## src/rtl/audio_sample_packer.sv

```systemverilog
// Stereo PCM boxcar decimator that serialises each averaged pair as L then R words on a valid/ready stream.
// Define AUDIO_PACK_TAG_EN to tag each word with {channel, seq[2:0]} above the sample payload.
module audio_sample_packer #(
    parameter int SAMPLE_WIDTH = 24,
    parameter int DATA_SIZE    = 28,
    parameter int DECIM_LOG2   = 2
) (
    input  logic                    clk,
    input  logic                    reset,
    input  logic                    in_valid,
    input  logic [SAMPLE_WIDTH-1:0] in_left,
    input  logic [SAMPLE_WIDTH-1:0] in_right,
    output logic                    in_ready,
    output logic                    out_valid,
    output logic [DATA_SIZE-1:0]    out_data,
    input  logic                    out_ready,
    output logic [15:0]             drop_count
);

    localparam int ACC_W = SAMPLE_WIDTH + DECIM_LOG2;
    localparam int CNT_W = (DECIM_LOG2 == 0) ? 1 : DECIM_LOG2;
    localparam logic [CNT_W-1:0] CNT_LAST = CNT_W'((1 << DECIM_LOG2) - 1);

    typedef enum logic [1:0] {
        ACCUM  = 2'd0,
        SEND_L = 2'd1,
        SEND_R = 2'd2
    } state_t;

    state_t                   r_state;
    state_t                   w_nextState;
    logic signed [ACC_W-1:0]  r_accL;
    logic signed [ACC_W-1:0]  r_accR;
    logic [CNT_W-1:0]         r_cnt;
    logic [SAMPLE_WIDTH-1:0]  r_holdL;
    logic [SAMPLE_WIDTH-1:0]  r_holdR;
    logic [2:0]               r_seq;
    logic [15:0]              r_dropCount;

    logic signed [ACC_W-1:0]  w_sumL;
    logic signed [ACC_W-1:0]  w_sumR;
    logic [SAMPLE_WIDTH-1:0]  w_avgL;
    logic [SAMPLE_WIDTH-1:0]  w_avgR;
    logic                     w_xfer;
    logic                     w_last;
    logic [SAMPLE_WIDTH-1:0]  w_payload;
    logic [DATA_SIZE-1:0]     w_packed;

    // Sums include the current sample so the final transfer's average is complete in the same cycle.
    assign w_sumL = r_accL + ACC_W'($signed(in_left));
    assign w_sumR = r_accR + ACC_W'($signed(in_right));
    assign w_avgL = SAMPLE_WIDTH'(w_sumL >>> DECIM_LOG2);
    assign w_avgR = SAMPLE_WIDTH'(w_sumR >>> DECIM_LOG2);

    assign w_xfer = in_valid && in_ready;
    assign w_last = w_xfer && (r_cnt == CNT_LAST);

    always_ff @(posedge clk or posedge reset) begin
        if (reset) begin
            r_state <= ACCUM;
        end else begin
            r_state <= w_nextState;
        end
    end

    always_comb begin
        w_nextState = r_state;
        in_ready    = 1'b0;
        out_valid   = 1'b0;
        w_payload   = '0;
        case (r_state)
            ACCUM: begin
                in_ready = 1'b1;
                if (w_last) begin
                    w_nextState = SEND_L;
                end
            end
            SEND_L: begin
                out_valid = 1'b1;
                w_payload = r_holdL;
                if (out_ready) begin
                    w_nextState = SEND_R;
                end
            end
            SEND_R: begin
                out_valid = 1'b1;
                w_payload = r_holdR;
                if (out_ready) begin
                    w_nextState = ACCUM;
                end
            end
            default: begin
                w_nextState = ACCUM;
            end
        endcase
    end

`ifdef AUDIO_PACK_TAG_EN
    assign w_packed = {(r_state == SEND_R), r_seq, (DATA_SIZE-4)'($signed(w_payload))};
`else
    assign w_packed = DATA_SIZE'($signed(w_payload));
`endif

    assign out_data   = out_valid ? w_packed : '0;
    assign drop_count = r_dropCount;

    always_ff @(posedge clk or posedge reset) begin
        if (reset) begin
            r_accL  <= '0;
            r_accR  <= '0;
            r_cnt   <= '0;
            r_holdL <= '0;
            r_holdR <= '0;
        end else if (w_xfer) begin
            if (w_last) begin
                r_accL  <= '0;
                r_accR  <= '0;
                r_cnt   <= '0;
                r_holdL <= w_avgL;
                r_holdR <= w_avgR;
            end else begin
                r_accL <= w_sumL;
                r_accR <= w_sumR;
                r_cnt  <= r_cnt + CNT_W'(1);
            end
        end
    end

    // seq advances once per completed pair, whether or not it is carried in the output words.
    always_ff @(posedge clk or posedge reset) begin
        if (reset) begin
            r_seq <= 3'd0;
        end else if (r_state == SEND_R && out_ready) begin
            r_seq <= r_seq + 3'd1;
        end
    end

    always_ff @(posedge clk or posedge reset) begin
        if (reset) begin
            r_dropCount <= 16'd0;
        end else if (in_valid && !in_ready && r_dropCount != 16'hFFFF) begin
            r_dropCount <= r_dropCount + 16'd1;
        end
    end

endmodule

```

## config.mk

```make
export PLATFORM = sky130hd
export DESIGN_NAME = audio_sample_packer
export DESIGN_NICKNAME = d
export VERILOG_FILES = /design/src/rtl/audio_sample_packer.sv
export SDC_FILE = /design/constraint.sdc
export NUM_CORES = 1
export LEC_CHECK = 0
export ABC_AREA = 1
export BUFFER_PORTS_ARGS = -buffer_cell sky130_fd_sc_hd__buf_2
export CORE_MARGIN = 10
export CORE_UTILIZATION = 55
export CTS_CLUSTER_DIAMETER = 150
export DETAILED_ROUTE_END_ITERATION = 10
export PLACE_DENSITY = 0.8
export SLEW_MARGIN = 10
export SYNTH_ARGS = -nofsm -noshare
export SYNTH_HDL_FRONTEND = slang
export SYNTH_SLANG_ARGS = --single-unit
```

## constraint.sdc

```tcl
create_clock -name clk -period 3.7 [get_ports clk]
set_input_delay 0 -clock clk [delete_from_list [all_inputs] [get_ports clk]]
set_output_delay 0 -clock clk [all_outputs]
set_load 0.05 [all_outputs]
```

==> impl_results.md, run 1 <==
- Final min period: 2470 ps
- RSZ-0062 raised after global routing: no
- Starting DRT DRC Count: 749
- Main area contributors after synthesis: dfrtp_1, nand2_1, inv_1, ha_1, nand3_1
- Final worst slack: 1230 ps
- Layout cells sized above 1: 10.2%
- Reg2reg path depth: 9
- P_leak: 5.81 nW
- Clk sinks: 120
- Global-route wire length before repair: 41.5 mm
- Slew of the pin with the lowest slew margin: 867 ps
- Top-count cell post-synth: nand2_1
- Gate Count Post-Synth: 1351
- Clock-pin slew on the worst setup and hold paths: 60 ps
- Gr usage total: 23.7%
- Fmax: 405 MHz
- Warnings, synthesis: 0
- Req. time, crit path: 3700 ps
- GRT overflow: 0
- Top-area cell type share of the netlist area: 34.2%
- Final core occ: 63.8%
- Initial antenna violation count: 0
- Chip width: 146 um
- Total die area: 0.0214 sq mm
- FF/Latch Area: 0.00300 sq mm
- Starting Density: 55.7%
- CP max FO: 25
- Total CTS buffers: 17
- Clk_lat worst skew: 420 ps
- Syn Nets: 1461
- Min-Delay Startpoint: in_left[1]
- R2R Setup Slk: 1490 ps
- Sequential share of the synthesized area: 34.2%
- Worst Hold End: r_accL[1]
- Post-place instance area: 0.00944 sq mm
- Clock root cell: clkbuf_16
- Top cells by count, synth: nand2_1, inv_1, dfrtp_1
- Design area: 0.0101 sq mm
- R2R Path Start: r_state[0]
- Multi-input gate area: 0.00489 sq mm
- Routability cong.: 0.977
- Crit end category: output port
- Setup WS pre-CTS: 1570 ps
- Antenna Diode Count: 0
- Vert. Die Dim: 146 um
- Largest area contributor in the netlist: dfrtp_1
- VDD IR max: 454 uV
- Post-synth EDFFs: 0
- Crit path DAT: 2470 ps
- Status: complete, no violations
- Detail Route Antenna Nets: 0
- Final wirelength: 25.6 mm
- IO Count: 98
- Vias in the first global route: 8249
- Setup TNS Final: 0 ps
- Max cap viols: 0
- Period utilization: 66.7%
- CTS tree: done
- CP Launch Type: register
- Drt wl/cell: 15.3 um
- Core Region: 0.0158 sq mm
- Slew Limit Headroom: 42.2%
- Vias: 8714
- Hold crit path type: in2reg
- Power Dens Cells: 885 mW/mm^2
- Critical path class: reg2out
- Area grow syn2layout: 14.6%
- Hold Crit Depth: 3
- PortBufs: 97
- Skew final: 5.84 ps
- Synth Flop Type: dfrtp_1
- First-pass iteration count of the detailed router: 6
- Largest net degree at the start of global routing: 68
- Reg-to-reg endpoint: r_state[1]
- Yosys cell types: 34
- Fin Hold WS: 27.9 ps
- # DRC: 0
- Final nets: 1554
- Fin. Hold Viols: 0
- Final setup violation count: 0
- Pins over their slew limit: 0
- Fillcell total: 1498
- Mapped Area: 0.00878 sq mm
- Synthesis-stage register bit count: 120
- Clock Tree Buf Depth: 2
- Avg Vias per Cell: 5.21
- Syn avg cell area: 6.50 sq um
- PostCTS Resize Cnt: 0
- Std-Cell Rows: 46
- Htree depth: 4
- Fraction of registers with async set/reset: 100%
- HPWL Detailed: 19.2 mm
flip-flops by register name, indices dropped and copies added (netlist names):
| signal | count |
|---|---|
| r_accL | 26 |
| r_holdR | 24 |
| drop_count | 16 |
| r_cnt | 2 |
| r_holdL | 24 |
| r_accR | 26 |
| r_state | 2 |
per-stage QoR:
stage,power [mW],std cells
floorplan,5.95,1351
global placement,7.07,1636
detailed placement,7.19,1636
CTS,8.87,1672
global route,9.64,1672
finish,8.90,1672
cell usage in the layout, fill, tap and decap left out, types with 3 or more instances in the layout:
master and count:
nor3_1 5, clkinv_4 3, nand3_1 95, nand3b_1 6
clkbuf_16 17, inv_1 193, nor2_1 72, buf_2 97
a22o_1 10, xnor2_1 14, ha_1 56, nor2_2 4
clkinvlp_4 4, and2_1 4, nand4_1 17, or2_2 5
xor2_1 24, o21ai_0 31, dfrtp_1 120, buf_4 7
nand2_1 587, a21oi_1 56, dlygate4sd3_1 5
metal layers:
metal	global-route usage (%)	vias to the layer above	wire [um]
li1	-	4382	-
met1	30.8	3969	11300
met2	38.6	330	12000
met3	5.62	33	1930
met4	6.01	0	374
met5	0	-	0
area by class of cell:
class	count	area share, %
inverter	196	7.33
clock buffer	20	4.44
tap	216	2.68
timing repair buffer	109	5.84
multi-input combinational	1000	48.6
sequential	120	29.8
clock inverter	11	1.26
cell families after synthesis:
| logic type | Yosys count | synth area share, % |
|---|---|---|
| and+or+nand+nor | 799 | 36.7 |
| xor gates and xnor gates | 38 | 3.79 |
| DFF | 120 | 34.2 |
| muxes | 1 | 0.128 |
| AOI/OAI and AO/OA | 104 | 6.54 |
| buffers and inverters | 231 | 10.2 |
| adders and majority gates | 58 | 8.43 |
worst max-delay path, cell delays in order (launching register included):
cell     delay (ps)
dfrtp_1         390
inv_1           110
ha_1            740
nand2_1         110
a21oi_1         360
buf_2           340
where the power goes:
| part | leakage, nW | internal [mW] | total [mW] | switching [mW] |
|---|---|---|---|---|
| sequential | 1.50 | 1.90 | 2.28 | 0.384 |
| clock | 0.268 | 1.00 | 1.63 | 0.626 |
| combinational | 4.04 | 1.58 | 5.00 | 3.41 |
| total | 5.81 | 4.48 | 8.90 | 4.42 |
how the worst max path moves through the flow:
stage / start / endpoint / cells past startpoint
2_1_floorplan: reset / drop_count[0] / 1
3_3_place_gp: r_accL[4] / r_holdL[13] / 9
3_5_place_dp: r_state[0] / r_state[1] / 9
4_1_cts: r_state[1] / out_data[26] / 5
5_1_grt: r_state[1] / out_data[26] / 5
6_report: r_state[1] / out_data[26] / 5
timing repair:
action                     in CTS  in global routing
buffers inserted                0                  0
hold buffers                    5                  0
hold endpoints to repair       69                  0
setup endpoints to repair       0                  0
(Power assumes the default switching activity.)
==> run 2, diff against run 1 <==
clock period = 2.3 ns   (was 3.7 ns; I/O delays follow)
==> run 2 against run 1 <==
  * Routed wire length decreased by 1.1%
  * Utilization rose by 1.1 points
  * Non-clock buffer count rose by 12
  * Critical path type unchanged
  * Highest routed layer unchanged
  * Critical endpoint is now out_data[17]
  * First-iteration DRC count down 13%
  * Total power up 66%
  * Cell count is 0.66% higher
  * Setup slack worse by 1100 ps
  * Largest cell class unchanged
  * Worst hold slack worse by 15 ps
==> impl_results.md, run 2 (synthesized netlist as in run 1, its figures left out) <==
- Area grow syn2layout: 16.6%
- NetSw: 7.16 mW (+62%)
- Dpl cells: 1644 (+0.49%)
- Chip width: 146 um (unchanged)
- Slew of the pin with the lowest slew margin: 537 ps (-330 ps)
- Sw Ratio: 48.3% (-1.4 points)
- Total die area: 0.0214 sq mm (unchanged)
- Pins over their slew limit: 0 (unchanged)
- Max cap viols: 0 (unchanged)
- Final setup violation count: 0 (unchanged)
- Htree depth: 4 (unchanged)
- Routability cong.: 0.959 (-1.8%)
- Non-Filler Instances: 1683 (+0.66%)
- Req. time, crit path: 2300 ps (-1400 ps)
- Starting Density: 55.7% (unchanged)
- CP max stage delay: 440 ps (-300 ps)
- Period utilization: 95.8%
- Clock-pin slew on the worst setup and hold paths: 50 ps (about the same)
- Clk_lat worst skew: 420 ps (about the same)
- Setup WS pre-CTS: 201 ps (-1370 ps)
- Commonest non-fill, non-tap cell in the layout: nand2_1
- Fin. Hold Viols: 0 (unchanged)
- Drt wl/cell: 15.0 um (-1.7%)
- Internal Power: 7.66 mW (+71%)
- Detail Route Antenna Nets: 0 (unchanged)
- Worst path cell trace: inv_1 > ha_1 > clkinvlp_4 > buf_12 > a21oi_1 > buf_2
- CP max FO: 12 (-52%)
- Final wirelength: 25.3 mm (-1.1%)
- Avg Vias per Cell: 5.23 (+0.26%)
- IO Count: 98 (unchanged)
- Fmax: 454 MHz
- Reg power frac: 24.7% (-0.9 points)
- Antenna Diode Count: 0 (unchanged)
- Clock Tree Buf Depth: 2 (unchanged)
- CTS tree: done
- Vias in the first global route: 8497 (+3.0%)
- Worst path slowest cell: ha_1
- GRT overflow: 0 (unchanged)
- Final worst slack: 96.1 ps (-1140 ps)
- CP Launch Type: register
- Final nets: 1567 (+0.84%)
- P_leak: 5.90 nW (+1.6%)
- Global-route wire length before repair: 41.2 mm (-0.73%)
- Std-Cell Rows: 46 (unchanged)
- First-pass iteration count of the detailed router: 5 (-1)
- # DRC: 0 (unchanged)
- Top flop regs: r_accL x26, r_accR x26
- Crit path DAT: 2200 ps (-270 ps)
- Total CTS buffers: 17 (unchanged)
- PortBufs: 97 (unchanged)
- RSZ-0062 raised after global routing: no
- Clk sinks: 120 (unchanged)
- Layout cells sized above 1: 11.1% (+0.88 points)
- Combinational share of power: 56.1% (about the same)
- Core Region: 0.0158 sq mm (unchanged)
- Initial antenna violation count: 0 (unchanged)
- Slew Limit Headroom: 64.2% (+22 points)
- Tot Pwr: 14.8 mW (+66%)
- VDD IR max: 771 uV (+70%)
- Skew final: 6.77 ps (+0.924 ps)
- Hold crit path type: in2async
- Clock root cell: clkbuf_16
- Starting DRT DRC Count: 651 (-13%)
- Final min period: 2200 ps
- Gr usage total: 23.3% (-0.34 points)
- Largest net degree at the start of global routing: 83 (+22%)
- Vias: 8794 (+0.92%)
- Vert. Die Dim: 146 um (unchanged)
- Crit end category: output port
- Status: complete, no violations
- Most frequent cells in the layout: nand2_1, inv_1, dfrtp_1, nand3_1, buf_2
- Clock share of power: 19.2% (+0.9 points)
- Power Dens Cells: 1450 mW/mm^2 (+63%)
- Critical path class: reg2out
- HPWL Detailed: 19.2 mm (about the same)
## run 2: cell count changes in the layout (fill, tap and decap cells not counted), moves of 2 or more
cell / delta
buf_12: +2
bufinv_16: +2
clkbuf_8: +2
clkbuf_4: +2
clkinv_4: -2
buf_4: +10
buf_2: -2
## run 2: area by class of cell
cell class | count | area, sq um
tap | 216 | 270
timing repair inverter | 1 | 7.51
fill | 1488 | 5520
timing repair buffer | 121 | 708
inverter | 196 | 743
clock buffer | 21 | 470
clock inverter | 8 | 146
multi-input combinational | 1000 | 4900
sequential | 120 | 3000
## run 2: power by group through the flow
stage                     combinational, mW  sequential [mW]  clock [mW]
final                                  8.31             3.66        2.84
after global routing                   9.32             3.76        2.96
after CTS                              8.05             3.65        2.88
after detailed placement               7.96             3.66           0
after global placement                 7.81             3.64           0
after floorplan                        5.94             3.63           0
## run 2: final timing paths
kind / from / to / slack [ps] / cells past startpoint
max reg2reg: r_accL[0] / r_accL[24] / 200 / 10
max: r_state[0] / out_data[17] / 100 / 6
min reg2reg: r_holdL[16] / r_holdL[16] / 480 / 2
min: reset / r_holdR[4] / 10 / 3
max in group asynchronous: reset / r_accL[20] / 1630 / 4
min in group clk: in_left[1] / r_accL[1] / 20 / 3
## run 2: timing repair
action / 4_1_cts / 5_1_grt
cloned: 0 / 1
pin swaps: 0 / 0
endpoints found under the hold margin: 124 / 0
resized for setup: 0 / 4
setup endpoints to repair: 2 / 28
setup buffers: 0 / 4
hold buffers: 5 / 0
## run 2: worst max-delay path, delay by kind of cell, from the launching register on
kind / cells / cell delay, ps
AOI/OAI and AO/OA: 1 / 230
adders and majority gates: 1 / 440
buffers and inverters: 4 / 730
DFF: 1 / 380
## run 2: stage by stage
step | utilization [%] | TNS (ps) | hold WS, ps | instance area, sq um
CTS | 64.6 | -9.25 | 5.53 | 10200
finish | 65.0 | 0 | 12.8 | 10200
global route | 65.0 | 0 | 34.2 | 10200
detailed placement | 60.4 | 0 | -102 | 9520
global placement | 60.4 | 0 | -103 | 9520
floorplan | - | 0 | 207 | 8790
## run 2: layer usage
layer	vias up	routed length [um]	global-route usage, %
li1	4399	-	-
met4	0	765	9.41
met3	62	2120	5.90
met5	-	0	0
met2	319	11300	36.7
met1	4014	11200	30.0
==> run 3, diff against run 2 <==
CORE_UTILIZATION = 50   (was 55)
CTS_BUF_LIST = sky130_fd_sc_hd__clkbuf_8   (was not set)
PLACE_DENSITY = 0.74   (was 0.8)
==> run 3 against run 2 <==
  * Setup slack worse by 29 ps
  * Die area grew 8.6%
  * Flip-flop and latch count unchanged
  * Non-clock buffer count is the same
  * Worst hold slack better by 34 ps
  * Clock power is 33% lower
  * Sequential share of layout area grew 0.57 points
  * Cell area shrank 1.9%
  * First-iteration DRC count is 4.0% lower
  * Sequential power about the same
  * Global-route usage is 2.1 points lower
  * Via count shrank 2.4%
  * Largest cell class unchanged
  * Largest power group unchanged
==> impl_results.md, run 3 (synthesized netlist as in run 1, its figures left out) <==
- Status: complete, no violations
- Crit path DAT: 2230 ps (+30 ps)
- Max cap viols: 0 (unchanged)
- Fin. Hold Viols: 0 (unchanged)
- Final nets: 1567 (unchanged)
- Largest net degree at the start of global routing: 69 (-17%)
- Req. time, crit path: 2300 ps (about the same)
- Starting DRT DRC Count: 625 (-4.0%)
- CP Launch Type: register
- Clock Tree Buf Depth: 2 (unchanged)
- Final wirelength: 25.5 mm (+0.89%)
- Period utilization: 97.1% (+1.2 points)
- Slew Limit Headroom: 55.5% (-8.7 points)
- Starting Density: 51.0% (-4.7 points)
- Skew final: 18.7 ps (+12.0 ps)
- Core Region: 0.0172 sq mm (+9.3%)
- Std-Cell Rows: 48 (+4.3%)
- Detail Route Antenna Nets: 0 (unchanged)
- Slew of the pin with the lowest slew margin: 667 ps (+130 ps)
- Antenna Diode Count: 0 (unchanged)
- P_leak: 5.80 nW (-1.8%)
- Clk sinks: 120 (unchanged)
- CP max FO: 6 (-6)
- Hold crit path type: in2reg
- # DRC: 0 (unchanged)
- FF/Latch Area: 0.00300 sq mm (unchanged)
- Clock root cell: clkbuf_8
- Commonest non-fill, non-tap cell in the layout: nand2_1
- Setup WS pre-CTS: 162 ps (-38.7 ps)
- Tot Pwr: 13.9 mW (-6.4%)
- Most frequent cells in the layout: nand2_1, inv_1, dfrtp_1, nand3_1, buf_2
- Fin Hold WS: 46.6 ps (+33.8 ps)
- Vias: 8583 (-2.4%)
- Vias in the first global route: 8046 (-5.3%)
- VDD IR max: 608 uV (-21%)
- Fillcell total: 1697 (+14%)
- IO Count: 98 (unchanged)
- HPWL Detailed: 19.5 mm (+1.4%)
- Global-route wire length before repair: 40.7 mm (-1.3%)
- Total CTS buffers: 17 (unchanged)
- Clk_lat worst skew: 440 ps (+20 ps)
- First-pass iteration count of the detailed router: 5 (unchanged)
- Pins over their slew limit: 0 (unchanged)
- Final core occ: 58.3% (-6.7 points)
- Total die area: 0.0233 sq mm (+8.6%)
- Top flop regs: r_accL x26, r_accR x26
- Htree depth: 4 (unchanged)
- Routability cong.: 0.949 (-1.1%)
- Multi-input gate area: 0.00490 sq mm (+0.10%)
- Drt wl/cell: 15.1 um (+0.24%)
- GRT overflow: 0 (unchanged)
- Power Dens Cells: 1380 mW/mm^2 (-4.6%)
- Layout cells sized above 1: 11.3% (+0.19 points)
- Initial antenna violation count: 0 (unchanged)
- Non-Filler Instances: 1694 (+0.65%)
- Clock-pin slew on the worst setup and hold paths: 70 ps (+20 ps)
- Gr usage total: 21.2% (-2.1 points)
- Area grow syn2layout: 14.4%
- Final worst slack: 67.5 ps (-28.7 ps)
- CTS tree: done
- Final setup violation count: 0 (unchanged)
- Chip width: 153 um (+4.2%)
- Crit end category: output port
- Avg Vias per Cell: 5.07 (-3.0%)
- Final min period: 2230 ps (+28.7 ps)
- Critical path class: reg2out
- Dpl cells: 1651 (+0.43%)
- PortBufs: 97 (unchanged)
- Vert. Die Dim: 153 um (+4.2%)
- Fmax: 448 MHz (-1.3%)
## run 3: cell count changes in the layout (fill, tap and decap cells not counted), moves of 2 or more
cell / previous run / this run
clkbuf_8: 3 / 18
bufinv_16: 4 / 2
clkinv_2: 2 / 5
buf_4: 17 / 15
ha_1: 56 / 54
clkbuf_16: 17 / 0
buf_2: 95 / 91
ha_2: 0 / 2
clkinv_4: 1 / 3
clkbuf_4: 2 / 6
## run 3: timing repair
item,4_1_cts,5_1_grt
endpoints found under the setup margin,10,28
endpoints found under the hold margin,38,0
gates resized for setup,0,10
cloned,0,1
setup buffers,0,5
hold buffers,6,0
## run 3: worst paths after layout
path | from | endpoint | slack (ps) | depth (start not counted)
setup / recovery | r_state[0] | out_data[8] | 70 | 6
hold / removal | in_right[23] | r_accR[25] | 50 | 6
setup reg to reg | r_accR[0] | r_holdR[8] | 140 | 11
hold reg to reg | r_holdL[3] | r_holdL[3] | 480 | 2
max in group asynchronous | reset | r_holdL[19] | 1390 | 4
min in group asynchronous | reset | r_holdR[1] | 160 | 3
## run 3: cell type report
cell class / count / area share (%)
clock buffers: 18 / 2.46
clock inverters: 13 / 1.31
inverters: 196 / 7.39
multi-input cells: 1000 / 48.8
flip-flops and latches: 120 / 29.9
well taps: 225 / 2.80
repair buffers: 121 / 7.29
repair inverters: 1 / 0.0747
## run 3: metrics by stage
stage / instance area [sq um] / setup TNS, ps
final: 10100 / 0
after global routing: 10100 / -0.548
after CTS: 9970 / -327
after detailed placement: 9530 / 0
after global placement: 9530 / 0
after floorplan: 8790 / 0
## run 3: report_power, final
group / leakage, nW / total [mW] / switching, mW / internal, mW
registers: 1.50 / 3.65 / 0.604 / 3.04
clock network: 0.200 / 1.91 / 0.930 / 0.979
logic: 4.10 / 8.31 / 5.56 / 2.75
## run 3: per-layer routing
layer / wire length (um) / vias to the layer above / GRT usage [%]
met4: 312 / 0 / 4.77
met1: 12100 / 3908 / 28.4
li1: - / 4402 / -
met5: 0 / - / 0
met2: 11700 / 247 / 34.1
met3: 1470 / 26 / 4.74
## run 3: critical path, stage by stage (launching register included)
cell and delay (ps):
dfrtp_1 380, inv_1 90, ha_2 420, clkinvlp_4 210, buf_12 180, a21oi_1 210
buf_2 310
